--- src/rtl/scan_sequencer.sv ---
// -----------------------------------------------------------------------------
// scan_sequencer
// 2D address generator. On start (sampled only in IDLE) the configuration is
// latched and the block emits base + j*y_stride + i*x_stride for every element
// of an x_count by y_count window in row-major order, one address per
// accepted handshake. Addresses are built incrementally from a row-start
// register, so only adders are used. A one-cycle done pulse marks the end of
// every scan, whether it ran to completion or was aborted.
//
// Ports
//   clk         sole clock, rising edge
//   rst         asynchronous active-high reset
//   start       request a new scan (IDLE only)
//   abort       terminate a running scan (RUN only)
//   base        address of element (0,0)
//   x_stride    inner-loop stride, zero-extended to 32 bits
//   x_count     elements per row
//   y_stride    row stride
//   y_count     number of rows
//   addr        current scan address
//   addr_valid  addr is valid
//   addr_ready  consumer accepts addr
//   busy        high whenever the FSM is not IDLE
//   done        one-cycle pulse at scan end
// -----------------------------------------------------------------------------
module scan_sequencer #(
  parameter int CNT_W = 16
) (
  input  logic             clk,
  input  logic             rst,
  input  logic             start,
  input  logic             abort,
  input  logic [31:0]      base,
  input  logic [11:0]      x_stride,
  input  logic [CNT_W-1:0] x_count,
  input  logic [31:0]      y_stride,
  input  logic [CNT_W-1:0] y_count,
  output logic [31:0]      addr,
  output logic             addr_valid,
  input  logic             addr_ready,
  output logic             busy,
  output logic             done
);

  localparam logic [CNT_W-1:0] ONE = CNT_W'(1);

  typedef enum logic [1:0] {
    S_IDLE = 2'd0,
    S_RUN  = 2'd1,
    S_DONE = 2'd2
  } state_t;

  state_t           r_state;
  state_t           w_next_state;

  logic [31:0]      r_addr;
  logic [31:0]      r_row_start;
  logic [CNT_W-1:0] r_i;
  logic [CNT_W-1:0] r_j;
  logic [11:0]      r_x_stride;
  logic [CNT_W-1:0] r_x_count;
  logic [31:0]      r_y_stride;
  logic [CNT_W-1:0] r_y_count;

  logic             w_accept;
  logic             w_empty;
  logic             w_xfer;
  logic             w_last_i;
  logic             w_last_j;
  logic             w_last_elem;
  logic [31:0]      w_next_row;

  assign w_accept    = (r_state == S_IDLE) && start;
  assign w_empty     = (x_count == '0) || (y_count == '0);
  // addr_valid is exactly "state is RUN", so a transfer needs only ready.
  assign w_xfer      = (r_state == S_RUN) && addr_ready;
  assign w_last_i    = (r_i == (r_x_count - ONE));
  assign w_last_j    = (r_j == (r_y_count - ONE));
  assign w_last_elem = w_last_i && w_last_j;
  assign w_next_row  = r_row_start + r_y_stride;

  // State register
  always_ff @(posedge clk or posedge rst) begin
    if (rst) begin
      r_state <= S_IDLE;
    end else begin
      r_state <= w_next_state;
    end
  end

  // Next-state logic
  always_comb begin
    w_next_state = r_state;
    case (r_state)
      S_IDLE: begin
        if (start) begin
          w_next_state = w_empty ? S_DONE : S_RUN;
        end
      end
      S_RUN: begin
        if (abort || (w_xfer && w_last_elem)) begin
          w_next_state = S_DONE;
        end
      end
      S_DONE:  w_next_state = S_IDLE;
      default: w_next_state = S_IDLE;
    endcase
  end

  // Output logic
  always_comb begin
    addr_valid = (r_state == S_RUN);
    busy       = (r_state != S_IDLE);
    done       = (r_state == S_DONE);
  end

  assign addr = r_addr;

  // Config latch, loop counters and incremental address generation.
  // After the final element the counters and address simply hold.
  always_ff @(posedge clk or posedge rst) begin
    if (rst) begin
      r_addr      <= '0;
      r_row_start <= '0;
      r_i         <= '0;
      r_j         <= '0;
      r_x_stride  <= '0;
      r_x_count   <= '0;
      r_y_stride  <= '0;
      r_y_count   <= '0;
    end else if (w_accept) begin
      r_addr      <= base;
      r_row_start <= base;
      r_i         <= '0;
      r_j         <= '0;
      r_x_stride  <= x_stride;
      r_x_count   <= x_count;
      r_y_stride  <= y_stride;
      r_y_count   <= y_count;
    end else if (w_xfer && !w_last_elem) begin
      if (w_last_i) begin
        r_i         <= '0;
        r_j         <= r_j + ONE;
        r_row_start <= w_next_row;
        r_addr      <= w_next_row;
      end else begin
        r_i    <= r_i + ONE;
        r_addr <= r_addr + {20'd0, r_x_stride};
      end
    end
  end

endmodule

--- config.mk ---
export PLATFORM = sky130hd
export DESIGN_NAME = scan_sequencer
export DESIGN_NICKNAME = d
export VERILOG_FILES = /design/src/rtl/scan_sequencer.sv
export SDC_FILE = /design/constraint.sdc
export NUM_CORES = 1
export LEC_CHECK = 0
export BUFFER_PORTS_ARGS = -buffer_cell sky130_fd_sc_hd__buf_2
export CORE_ASPECT_RATIO = 1.5
export CORE_UTILIZATION = 45
export DETAILED_ROUTE_END_ITERATION = 8
export GPL_TIMING_DRIVEN = 0
export PLACE_DENSITY = 0.77
export SLEW_MARGIN = 20
export SYNTH_ARGS = -nofsm -noshare
export SYNTH_HDL_FRONTEND = slang
export SYNTH_SLANG_ARGS = --single-unit
--- constraint.sdc ---
create_clock -name clk -period 5.4 [get_ports clk]
set_input_delay 0.27 -clock clk [delete_from_list [all_inputs] [get_ports clk]]
set_output_delay 0.27 -clock clk [all_outputs]
set_load 0.05 [all_outputs]
; Word-level counts from Yosys, hierarchy flattened
; Cells that the tools add are included.
[op_classes]
eq_ne = 6
n_div = 0
bitwise = 0
mul = 0
n_reduce_logical = 16
magnitude_cmp = 0
shifts = 0
addsub = 6
mux = 16
[op_table]
columns = operator, n
row1 = $mux 32, 6
row2 = $mux 16, 6
row3 = $add 16x1->16 const B, 2
row4 = $add 32x12->32, 1
row5 = $add 32x32->32, 1
row6 = $eq 16x16->1, 2
row7 = $logic_not 16->1, 2
row8 = $sub 16x1->16 const B, 2
row9 = $mux 2, 3
row10 = $reduce_bool 2->1, 3
row11 = $logic_and 1x1->1, 5
row12 = $pmux 2 s2, 1
row13 = $reduce_and 2->1, 2
row14 = $eq 2x1->1 const B, 1
row15 = $eq 2x2->1 const B, 1
row16 = $logic_not 2->1, 1
row17 = $logic_or 1x1->1, 2
row18 = $ne 2x1->1 const B, 1
row19 = $ne 2x2->1 const B, 1
row20 = $logic_not 1->1, 1
[word_totals]
memories = 0
register_bits = 174
output_inout_bits = 35
ram_bits = 0
latch_bits = 0
in_bits = 113
mem_bits_ro = 0

; Longest topological paths before layout
; Gate-level depths: netlist (run 1).
[logic_depth]
word_depth = 7
depth_mapped = 14

; Worst setup path before layout (run 1)
; Ideal clock, no wire load.
[synth_path]
kind = reg2reg
start = register r_x_count[0]
end = register r_j[13]
arrival_time_ns = 3.079
setup_ns = 0.120
stages_incl_launch_ff = 13
required_ns = 5.280
path_buffers = 1
setup_slack_ns = 2.201
path_cell_list = dfrtp_1 > inv_1 > ha_1 > or4b_2 > nor4_1 > mux2_2 > o221ai_2 > o2111a_1 > buf_6 > nand3_4 > a211oi_4 > a31oi_1 > a41o_1
[synth_via]
elab_chain_cells = 7
word_cells_on_any_way = 8
classes_between = 1 x add/sub / 1 x eq/ne / 6 x reduce/logical
[synth_lines]
columns = item, line
row1 = "start, declared", 61  ; logic [CNT_W-1:0] r_x_count;
row2 = "start signal, assigned", 137  ; r_x_count <= x_count;
row3 = $sub 16x1->16 (*), 77  ; assign w_last_i = (r_i == (r_x_count - ONE));
row4 = $eq 16x16->1 (*), 77
row5 = $logic_and 1x1->1, 79  ; assign w_last_elem = w_last_i && w_last_j;
row6 = $logic_not 1->1, 140  ; end else if (w_xfer && !w_last_elem) begin
row7 = $logic_and 1x1->1, 140
row8 = $reduce_bool 2->1 (no source line), -
row9 = $reduce_and 2->1 (no source line) (*), -
row10 = "end signal, assigned", 143  ; r_j <= r_j + ONE;
row11 = "end, declared", 59  ; logic [CNT_W-1:0] r_j;
; Every way passes the cells marked *; elsewhere a longest branch is shown, timed or not.
; A chain may end at the register's enable or synchronous reset.

; Final worst setup path (run 1)
[layout_path]
start = register r_x_count[0]
end = register r_row_start[19]
[layout_via]
elab_chain_cells = 7
word_cells_on_any_way = 8
classes_between = 1 x add/sub / 1 x eq/ne / 6 x reduce/logical
[layout_lines]
columns = item, line
row1 = $sub 16x1->16 (*), 77
row2 = $eq 16x16->1 (*), 77
row3 = $logic_and 1x1->1, 79
row4 = $logic_not 1->1, 140
row5 = $logic_and 1x1->1, 140
row6 = $reduce_bool 2->1 (no source line), -
row7 = $reduce_and 2->1 (no source line) (*), -
row8 = "end signal, assigned", 133  ; r_row_start <= base;
row9 = "end signal, assigned", 144  ; r_row_start <= w_next_row;
row10 = "end, declared", 57  ; logic [31:0] r_row_start;
; Marks and branches as above.

==> results.yml, run 1 <==
synthesis:
  fraction_of_the_mapped_netlist_area_in_compound_gates_pct: 19.50
  synth_flop_cell: "sky130_fd_sc_hd__dfrtp_1"
  synth_warnings: 0
  synth_enable_flop_cells: 0
  asyncSetResetFlopFracSynth_pct: 100.0
  synth_simple_gate_area_share_pct: 26.09
  synth-seq-area-share_pct: 37.83
  synth_area_um2: 11510
  xor_and_xnor_area_share_after_synthesis_pct: 6.696
  ys_types: 91
  avgSynthCellArea_um2: 8.304
  synth_adder_area_share_pct: 5.457
  mappedNetlistNets: 1548
  ys_seq_elements: 174
  dominant_combinational_cell_family_by_area_after_synthesis: "simple AND/OR/NAND/NOR gates"
  synthCells: 1386
  synth.mux.area_fraction_pct: 0.8914
routing:
  dr_wl_met3_um: 2366
  routed_wl_um: 38020
  route.detailed.wl_per_inst_um: 19.76
  top_signal_layer_used: "met4"
  drc: 0
  met1_length_um: 14120
  detailedRoute.firstIterationViolations: 1051
  dr.pass1.iters: 6
  ant_nets: 0
  detailed_routed_wire_length_on_met2_um: 18640
  route.detailed.vias_per_inst: 5.890
  via_count: 11330
critical_path:
  critical_path_required_ns: 5.73
  worst-path-max-fanout: 10
  criticalPathCategory: "reg2reg"
  worst-endpoint-arrival_ns: 4.52
  crit_path_top_delay_cell: "sky130_fd_sc_hd__nand3_1"
  worst-r2r-setup-slack_ns: 1.20
  worstSetupStartpointType: "register"
  cp_num_buf_inv: 2
  crit_family: "simple AND/OR/NAND/NOR gates"
  endpoint_kind: "register"
  timing.critical_path.cells: "inv_1, ha_1, nor2b_1, a21oi_1, and4b_1, nand4_1, nor4b_1, nand3_1, nor3_1, buf_2, mux2i_1, o21ai_1"
  max_stage_delay_ns: 0.60
floorplan:
  fp.dieArea_um2: 26230
  fp.coreArea_um2: 25140
  initial_cell_density_of_the_core_pct: 45.78
  floorplan.die.width_um: 132.6
  die_h_um: 197.9
  boundaryPins: 148
  row_count: 71
global_routing:
  grt_antenna_before_repair: 0
  grt_max_degree: 104
  grt_use_total_pct: 29.76
  globalRouteOverflowTotal: 0
  number_of_global_route_vias_before_repair: 11320
  grt_pass1_wl_um: 59460
power:
  ir_worst_vdd_v: 0.0003511
  post-layout-total-power_mw: 9.138
  p_leak_nw: 6.264
  power_density_nw_per_um2: 672.5
timing:
  max_clock_freq_mhz: 238.2
  maxSlewHeadroom_pct: 17.97
  final_max_slew_viol_count: 0
  final.setup.tns_ns: 0
  finClkSkew_ns: 0.01433
  timing_worst_slew_pin_value_ns: 1.223
  timing.final.setup_violations: 0
  grt_setup_unrepaired: "no"
  fin_crit_ns: 4.198
  hold_viol_final: 0
  portion_of_the_clock_cycle_consumed_by_the_worst_path_in_the_final_layout_pct: 77.75
final_layout:
  final_nets: 1745
  area_growth_pct: 18.06
  commonest_non_fill_non_tap_cell_in_the_layout: "sky130_fd_sc_hd__nand2_1"
  post-route-util_pct: 54.05
  layout.cells.most_common_list: "317 x sky130_fd_sc_hd__nand2_1, 174 x sky130_fd_sc_hd__dfrtp_1, 156 x sky130_fd_sc_hd__buf_2, 127 x sky130_fd_sc_hd__nor2_1, 72 x sky130_fd_sc_hd__o21ai_0"
  antenna_cells: 0
  fillers: 2339
  post_route_cells_drive_above_1_share_pct: 14.60
clock_network:
  cts-resized-gates: 0
  cts.root.buffer_cell: "sky130_fd_sc_hd__clkbuf_16"
  clockBufferDepth: 2
  worst_setup_hold_path_clk_slew_ns: 0.07
  cts-buffers-inserted: 17
  numClockSinks: 174
  cts_tree: "yes"
  post-cts-setup-buffer-count: 0
  ctsHtreeMaxLevel: 4
  clock_latency_on_the_worst_skew_pair_ns: 0.47
  cts_hold_buf: 30
place:
  port_buffers: 147
  gp_congestion: 0.9371
  place_hpwl_um: 29070
min_path:
  hold_class: "in2reg"
outcome:
  status: "completed"
job:
  maxCapViolCount: 0
## worst min-delay path, stage by stage
cell and delay (ns):
sky130_fd_sc_hd__buf_2 0.08, sky130_fd_sc_hd__nand2_1 0.04, sky130_fd_sc_hd__nand2_1 0.05
## flip-flops by register name, indices dropped and copies added, names as in the netlist
register	cells
r_y_stride	32
r_x_stride	12
r_i	16
r_y_count	16
addr	32
r_row_start	32
r_x_count	16
r_state	2
r_j	16
## worst paths after layout
kind                                                to                 startpoint  cells after the start
max in group asynchronous   r_y_stride[27]$_DFFE_PP0P_                        rst                      4
setup / recovery           r_row_start[19]$_DFFE_PP0P_   r_x_count[0]$_DFFE_PP0P_                     12
min in group asynchronous    r_y_count[12]$_DFFE_PP0P_                        rst                      3
setup reg to reg           r_row_start[19]$_DFFE_PP0P_   r_x_count[0]$_DFFE_PP0P_                     12
hold / removal               r_x_stride[6]$_DFFE_PP0P_                x_stride[6]                      3
hold reg to reg              r_y_stride[6]$_DFFE_PP0P_  r_y_stride[6]$_DFFE_PP0P_                      2
## metrics by stage
stage	instance area (µm²)	hold WS, ns	worst slack (ns)	cells
global placement	12660	0.4607	-1.573	1861
finish	13590	0.008482	1.202	1924
detailed placement	12690	0.3577	1.348	1862
global route	13590	0.008944	1.028	1924
CTS	13590	0.0007127	1.329	1924
floorplan	11510	0.3754	0.4132	1386
## final cells by class
type	count	area [µm²]	share of cell area (%)
timing repair buffer	178	1064	7.827
clock inverter	14	157.7	1.160
tap	328	410.4	3.020
buffer	63	294.0	2.164
inverter	30	120.1	0.8840
sequential	174	4354	32.04
clock buffer	18	439.2	3.232
multi-input combinational	1119	6749	49.67
## cells in the mapped netlist, types with 10 or more instances
master | number | share of area, %
sky130_fd_sc_hd__nor4_1 | 21 | 1.1
sky130_fd_sc_hd__a21oi_1 | 60 | 2.6
sky130_fd_sc_hd__a21o_1 | 16 | 1.0
sky130_fd_sc_hd__a31oi_1 | 29 | 1.6
sky130_fd_sc_hd__clkbuf_1 | 36 | 1.2
sky130_fd_sc_hd__nor2_1 | 127 | 4.1
sky130_fd_sc_hd__nand4_1 | 14 | 0.76
sky130_fd_sc_hd__o31ai_1 | 11 | 0.72
sky130_fd_sc_hd__or3_1 | 10 | 0.54
sky130_fd_sc_hd__nand2_1 | 317 | 10
sky130_fd_sc_hd__inv_1 | 30 | 0.98
sky130_fd_sc_hd__nand3_1 | 31 | 1.3
sky130_fd_sc_hd__o21ai_0 | 72 | 3.1
sky130_fd_sc_hd__dfrtp_1 | 174 | 38
sky130_fd_sc_hd__ha_1 | 47 | 5.1
sky130_fd_sc_hd__o22ai_1 | 10 | 0.54
sky130_fd_sc_hd__o21a_1 | 11 | 0.72
sky130_fd_sc_hd__xor2_1 | 41 | 3.1
sky130_fd_sc_hd__nor3_1 | 34 | 1.5
sky130_fd_sc_hd__xnor2_1 | 47 | 3.6
sky130_fd_sc_hd__nand2b_1 | 11 | 0.60
sky130_fd_sc_hd__buf_1 | 10 | 0.33
sky130_fd_sc_hd__and3_1 | 27 | 1.5
sky130_fd_sc_hd__a211oi_1 | 21 | 1.4
## cells by family (layout without fill, tap and decap cells)
| group | Yosys count | after routing |
|---|---|---|
| AOI/OAI and AO/OA | 325 | 325 |
| xor gates and xnor gates | 88 | 88 |
| adders and majority gates | 49 | 49 |
| buffers and inverters | 93 | 303 |
| DFF | 174 | 174 |
| muxes | 10 | 10 |
| and+or+nand+nor | 647 | 647 |
## where the power goes
group	internal, mW	switching [mW]
clock network	0.700	0.573
logic	2.02	3.48
registers	1.82	0.551
total	4.54	4.60
## per-layer routing
layer	global-route usage (%)	vias up
met5	0	-
met4	22.39	0
met3	6.093	173
met2	51.91	478
met1	31.66	5357
li1	-	5325
No activity file was read; power rests on OpenSTA's default activity.
==> run 2, diff against run 1 <==
PLACE_DENSITY = 0.79   (was 0.77)
clock period = 3.8 ns   (was 5.4 ns; I/O delays follow)
==> results.yml, run 2 (synthesis gave the netlist of run 1 again) <==
outcome:
  status: "completed"
routing:
  route.detailed.wl_per_inst_um: 20.15
  ant_nets: 0
  detailedRoute.firstIterationViolations: 1024
  via_count: 11760
  route.detailed.vias_per_inst: 5.935
  routed_wl_um: 39940
  dr.pass1.iters: 8
  drc: 0
timing:
  timing.final.setup_violations: 0
  grt_setup_unrepaired: "no"
  final_max_slew_viol_count: 0
  maxSlewHeadroom_pct: 34.37
  max_clock_freq_mhz: 272.6
  setup_ws_ns: 0.1314
  fin_crit_ns: 3.669
  finClkSkew_ns: 0.01322
  timing_worst_slew_pin_value_ns: 0.9845
  portion_of_the_clock_cycle_consumed_by_the_worst_path_in_the_final_layout_pct: 96.54
  hold_viol_final: 0
  hold_slack_ns: 0.009458
final_layout:
  layout.cells.most_common_list: "317 x sky130_fd_sc_hd__nand2_1, 174 x sky130_fd_sc_hd__dfrtp_1, 155 x sky130_fd_sc_hd__buf_2, 125 x sky130_fd_sc_hd__nor2_1, 83 x sky130_fd_sc_hd__dlygate4sd3_1"
  area_growth_pct: 24.29
  post-route-cell-area_um2: 14310
  post-route-util_pct: 56.90
  commonest_non_fill_non_tap_cell_in_the_layout: "sky130_fd_sc_hd__nand2_1"
  antenna_cells: 0
  post_route_cells_drive_above_1_share_pct: 15.11
  final_nets: 1804
  fillers: 2257
place:
  gp_congestion: 0.9447
  dpl_worst_slack_ns: -0.2189
  port_buffers: 147
  placement.cell_area_um2: 12760
  place_hpwl_um: 29590
min_path:
  worst_hold_path.num_cells: 3
  worst_hold_path.endpoint: "r_y_count[0]$_DFFE_PP0P_"
  hp-start: "y_count[0]"
  hold_class: "in2reg"
critical_path:
  worst-endpoint-arrival_ns: 4.02
  timing.critical_path.cells: "inv_1, ha_1, or4b_2, nor4_2, mux2_2, o221ai_2, o2111a_1, buf_6, nand3_4, a211oi_4, a31oi_1, a41o_1"
  worst-r2r-setup-slack_ns: 0.13
  criticalPathCategory: "reg2reg"
  critical_path.reg2reg.endpoint: "r_j[15]$_DFFE_PP0P_"
  worst_r2r_path_depth: 12
  timing.rr.start: "r_x_count[0]$_DFFE_PP0P_"
  endpoint_kind: "register"
  startpoint: "r_x_count[0]$_DFFE_PP0P_"
  worstSetupStartpointType: "register"
  cp_num_buf_inv: 2
  crit_path_top_delay_cell: "sky130_fd_sc_hd__or4b_2"
  crit_family: "compound AO/OA/AOI/OAI gates"
  critical_path_required_ns: 4.15
  max_stage_delay_ns: 0.62
  worst-path-max-fanout: 9
global_routing:
  grt_pass1_wl_um: 62000
  globalRouteOverflowTotal: 0
  grt_max_degree: 34
  grt_antenna_before_repair: 0
  number_of_global_route_vias_before_repair: 11870
  grt_use_total_pct: 30.91
clock_network:
  clock_latency_on_the_worst_skew_pair_ns: 0.45
  cts_tree: "yes"
  numClockSinks: 174
  cts.root.buffer_cell: "sky130_fd_sc_hd__clkbuf_16"
  cts-buffers-inserted: 17
  worst_setup_hold_path_clk_slew_ns: 0.07
  ctsHtreeMaxLevel: 4
  clockBufferDepth: 2
floorplan:
  boundaryPins: 148
  die_h_um: 197.9
  row_count: 71
  initial_cell_density_of_the_core_pct: 45.78
  floorplan.die.width_um: 132.6
  fp.coreArea_um2: 25140
  fp.dieArea_um2: 26230
power:
  ir_worst_vdd_v: 0.0005016
  p_leak_nw: 6.569
  post-layout-total-power_mw: 13.28
  power_density_nw_per_um2: 928.4
job:
  maxCapViolCount: 0
==> run 2: changes by cell type in the layout (fill, tap and decap cells not counted), moves of 2 or more <==
cell,delta
sky130_fd_sc_hd__dlygate4sd3_1,+53
sky130_fd_sc_hd__nor2_2,+2
sky130_fd_sc_hd__clkinv_4,-2
sky130_fd_sc_hd__clkbuf_2,+4
sky130_fd_sc_hd__buf_4,+3
sky130_fd_sc_hd__nor2_1,-2
sky130_fd_sc_hd__bufinv_16,+2
sky130_fd_sc_hd__inv_6,-3
sky130_fd_sc_hd__buf_12,+5
==> run 2: worst max path at each step <==
stage | endpoint | slack (ns) | cells past startpoint
floorplan | r_j[13]$_DFFE_PP0P_ | 0.60 | 12
CTS | r_row_start[12]$_DFFE_PP0P_ | 0.03 | 13
finish | r_j[15]$_DFFE_PP0P_ | 0.13 | 12
global route | r_row_start[27]$_DFFE_PP0P_ | 0.003 | 12
detailed placement | r_row_start[19]$_DFFE_PP0P_ | -0.22 | 12
global placement | r_row_start[19]$_DFFE_PP0P_ | -0.20 | 12
==> run 2: final cells by class <==
| cell class | count | area [µm²] | area share, % |
|---|---|---|---|
| Sequential cell | 174 | 4354 | 30.44 |
| Tap cell | 328 | 410.4 | 2.869 |
| Timing Repair Buffer | 238 | 1689 | 11.81 |
| Clock inverter | 9 | 158.9 | 1.111 |
| Inverter | 30 | 116.4 | 0.8134 |
| Multi-Input combinational cell | 1119 | 6814 | 47.63 |
| Buffer | 62 | 297.8 | 2.082 |
| Clock buffer | 22 | 464.2 | 3.245 |
==> run 2: tightest hold or removal path, cell delays in order <==
cell	delay [ns]
sky130_fd_sc_hd__buf_2	0.09
sky130_fd_sc_hd__nand2_1	0.06
sky130_fd_sc_hd__o21ai_0	0.08
==> run 2: timing repair <==
item	CTS	global route
cloned	0	0
hold endpoints to repair	105	0
setup endpoints to repair	23	48
gates resized for setup	6	13
setup buffers	0	3
pin swaps	0	3
hold buffers	83	0
==> run 2: through the flow <==
| stage | setup TNS [ns] | instances |
|---|---|---|
| 6_report | 0 | 1982 |
| 5_1_grt | 0 | 1982 |
| 4_1_cts | 0 | 1980 |
| 3_5_place_dp | -1.511 | 1866 |
| 3_3_place_gp | -0.6375 | 1861 |
| 2_1_floorplan | 0 | 1386 |
==> run 2: routing by layer <==
| layer | vias to the layer above | track usage, % | wire, µm |
|---|---|---|---|
| li1 | 5453 | - | - |
| met1 | 5592 | 32.20 | 14430 |
| met2 | 535 | 53.68 | 19590 |
| met3 | 184 | 6.170 | 2692 |
| met4 | 0 | 25.84 | 3223 |
| met5 | - | 0 | 0 |
==> run 2: power by group <==
group | switching, mW | internal (mW)
clock network | 0.785 | 1.14
registers | 0.810 | 2.59
logic | 5.04 | 2.93
total | 6.63 | 6.65
==> run 3, diff against run 2 <==
PLACE_DENSITY = 0.77   (was 0.79)
clock period = 4.2 ns   (was 3.8 ns; I/O delays follow)
==> results.yml, run 3 (synthesis gave the netlist of run 1 again) <==
outcome:
  status: "completed"
final_layout:
  finalNonFillerCells: 1980
  final_nets: 1801
  layout.cells.most_common_list: "317 x sky130_fd_sc_hd__nand2_1, 174 x sky130_fd_sc_hd__dfrtp_1, 156 x sky130_fd_sc_hd__buf_2, 127 x sky130_fd_sc_hd__nor2_1, 82 x sky130_fd_sc_hd__dlygate4sd3_1"
  post_route_cells_drive_above_1_share_pct: 14.41
  area_growth_pct: 23.60
  fillers: 2291
  commonest_non_fill_non_tap_cell_in_the_layout: "sky130_fd_sc_hd__nand2_1"
  post-route-util_pct: 56.59
  post-route-cell-area_um2: 14230
  antenna_cells: 0
global_routing:
  grt_pass1_wl_um: 62400
  grt_max_degree: 34
  grt_antenna_before_repair: 0
  grt_use_total_pct: 31.16
  number_of_global_route_vias_before_repair: 11770
  globalRouteOverflowTotal: 0
routing:
  dr.pass1.iters: 6
  route.detailed.wl_per_inst_um: 20.13
  route.detailed.vias_per_inst: 5.935
  detailedRoute.firstIterationViolations: 1130
  via_count: 11750
  routed_wl_um: 39850
  ant_nets: 0
  drc: 0
place:
  dpl_worst_slack_ns: 0.1800
  placed_cells: 1866
  place_hpwl_um: 29530
  placement.cell_area_um2: 12760
  gp_congestion: 0.9340
  port_buffers: 147
timing:
  final_max_slew_viol_count: 0
  hold_viol_final: 0
  hold_slack_ns: 0.01246
  final.setup.tns_ns: 0
  timing.final.setup_violations: 0
  timing_worst_slew_pin_value_ns: 1.229
  fin_crit_ns: 4.100
  max_clock_freq_mhz: 243.9
  maxSlewHeadroom_pct: 17.60
  finClkSkew_ns: 0.01483
  portion_of_the_clock_cycle_consumed_by_the_worst_path_in_the_final_layout_pct: 97.63
  setup_ws_ns: 0.09973
  grt_setup_unrepaired: "no"
critical_path:
  criticalPathCategory: "reg2reg"
  worstSetupStartpointType: "register"
  critical_path_required_ns: 4.53
  timing.rr.start: "r_x_count[0]$_DFFE_PP0P_"
  critical_path.reg2reg.endpoint: "r_i[7]$_DFFE_PP0P_"
  worst_r2r_path_depth: 13
  endpoint_kind: "register"
  worst-r2r-setup-slack_ns: 0.1
  worst-endpoint-arrival_ns: 4.43
  worst-path-max-fanout: 10
power:
  post-layout-total-power_mw: 11.95
  p_leak_nw: 6.532
  power_density_nw_per_um2: 840.1
  ir_worst_vdd_v: 0.0004623
floorplan:
  initial_cell_density_of_the_core_pct: 45.78
  floorplan.die.width_um: 132.6
  fp.coreArea_um2: 25140
  row_count: 71
  fp.dieArea_um2: 26230
  die_h_um: 197.9
  boundaryPins: 148
min_path:
  worst_hold_path.endpoint: "r_row_start[19]$_DFFE_PP0P_"
  worst_hold_path.num_cells: 3
  hold_class: "in2reg"
  hp-start: "base[19]"
clock_network:
  cts.root.buffer_cell: "sky130_fd_sc_hd__clkbuf_16"
  cts-buffers-inserted: 17
  clockBufferDepth: 2
  worst_setup_hold_path_clk_slew_ns: 0.08
  post-cts-setup-buffer-count: 0
  numClockSinks: 174
  ctsHtreeMaxLevel: 4
  cts_tree: "yes"
  clock_latency_on_the_worst_skew_pair_ns: 0.47
job:
  maxCapViolCount: 0
-- run 3: cell count changes in the layout (fill, tap and decap cells not counted), sizes merged --
cell         before  now
clkbuf           60   56
buf             179  178
clkinv            3    5
dlygate4sd3      83   82
clkinvlp          2    4
-- run 3: worst max-delay path, stage by stage (launching register included) --
cell and delay, ns:
sky130_fd_sc_hd__dfrtp_1 0.43, sky130_fd_sc_hd__inv_1 0.09, sky130_fd_sc_hd__ha_1 0.33, sky130_fd_sc_hd__nor2b_1 0.45, sky130_fd_sc_hd__a21oi_1 0.12, sky130_fd_sc_hd__and4b_1 0.29, sky130_fd_sc_hd__nand4_1 0.11, sky130_fd_sc_hd__nor4b_1 0.53
sky130_fd_sc_hd__and3_1 0.37, sky130_fd_sc_hd__clkbuf_1 0.61, sky130_fd_sc_hd__nor2_1 0.22, sky130_fd_sc_hd__buf_2 0.25, sky130_fd_sc_hd__nand2_1 0.07, sky130_fd_sc_hd__o21ai_0 0.09
-- run 3: timing repair --
item	4_1_cts	5_1_grt
endpoints found under the setup margin	0	3
endpoints found under the hold margin	101	0
hold buffers	82	0
resized for setup	0	1
-- run 3: how the worst max path moves through the flow --
stage / startpoint / end / slack, ns
floorplan: r_x_count[0]$_DFFE_PP0P_ / r_j[13]$_DFFE_PP0P_ / 1.00
global placement: r_x_count[3]$_DFFE_PP0P_ / r_row_start[19]$_DFFE_PP0P_ / 0.19
detailed placement: r_x_count[0]$_DFFE_PP0P_ / r_row_start[19]$_DFFE_PP0P_ / 0.18
CTS: r_x_count[0]$_DFFE_PP0P_ / r_row_start[19]$_DFFE_PP0P_ / 0.13
global route: r_x_count[0]$_DFFE_PP0P_ / r_i[11]$_DFFE_PP0P_ / 0.03
finish: r_x_count[0]$_DFFE_PP0P_ / r_i[7]$_DFFE_PP0P_ / 0.1
-- run 3: layout make-up --
class                           count  area (µm²)  share of cell area [%]
Multi-Input combinational cell   1119        6754                   47.48
Clock inverter                     13       187.7                   1.319
Tap cell                          328       410.4                   2.885
Sequential cell                   174        4354                   30.61
Inverter                           30       116.4                  0.8179
Buffer                             63       294.0                   2.067
Clock buffer                       19       452.9                   3.184
Timing Repair Buffer              234        1657                   11.64
-- run 3: metal layers --
metal | share of wire (%) | routed length (µm) | vias up | GRT usage, %
li1 | - | - | 5432 | -
met1 | 37 | 14590 | 5628 | 33.76
met2 | 50 | 19950 | 523 | 55.05
met3 | 6.7 | 2672 | 169 | 5.556
met4 | 6.6 | 2639 | 0 | 21.71
met5 | 0 | 0 | - | 0
-- run 3: where the power goes --
group	switching (mW)	leakage [nW]	internal, mW
Sequential	0.724	2.15	2.34
Clock	0.738	0.306	1.03
Combinational	4.49	4.08	2.63
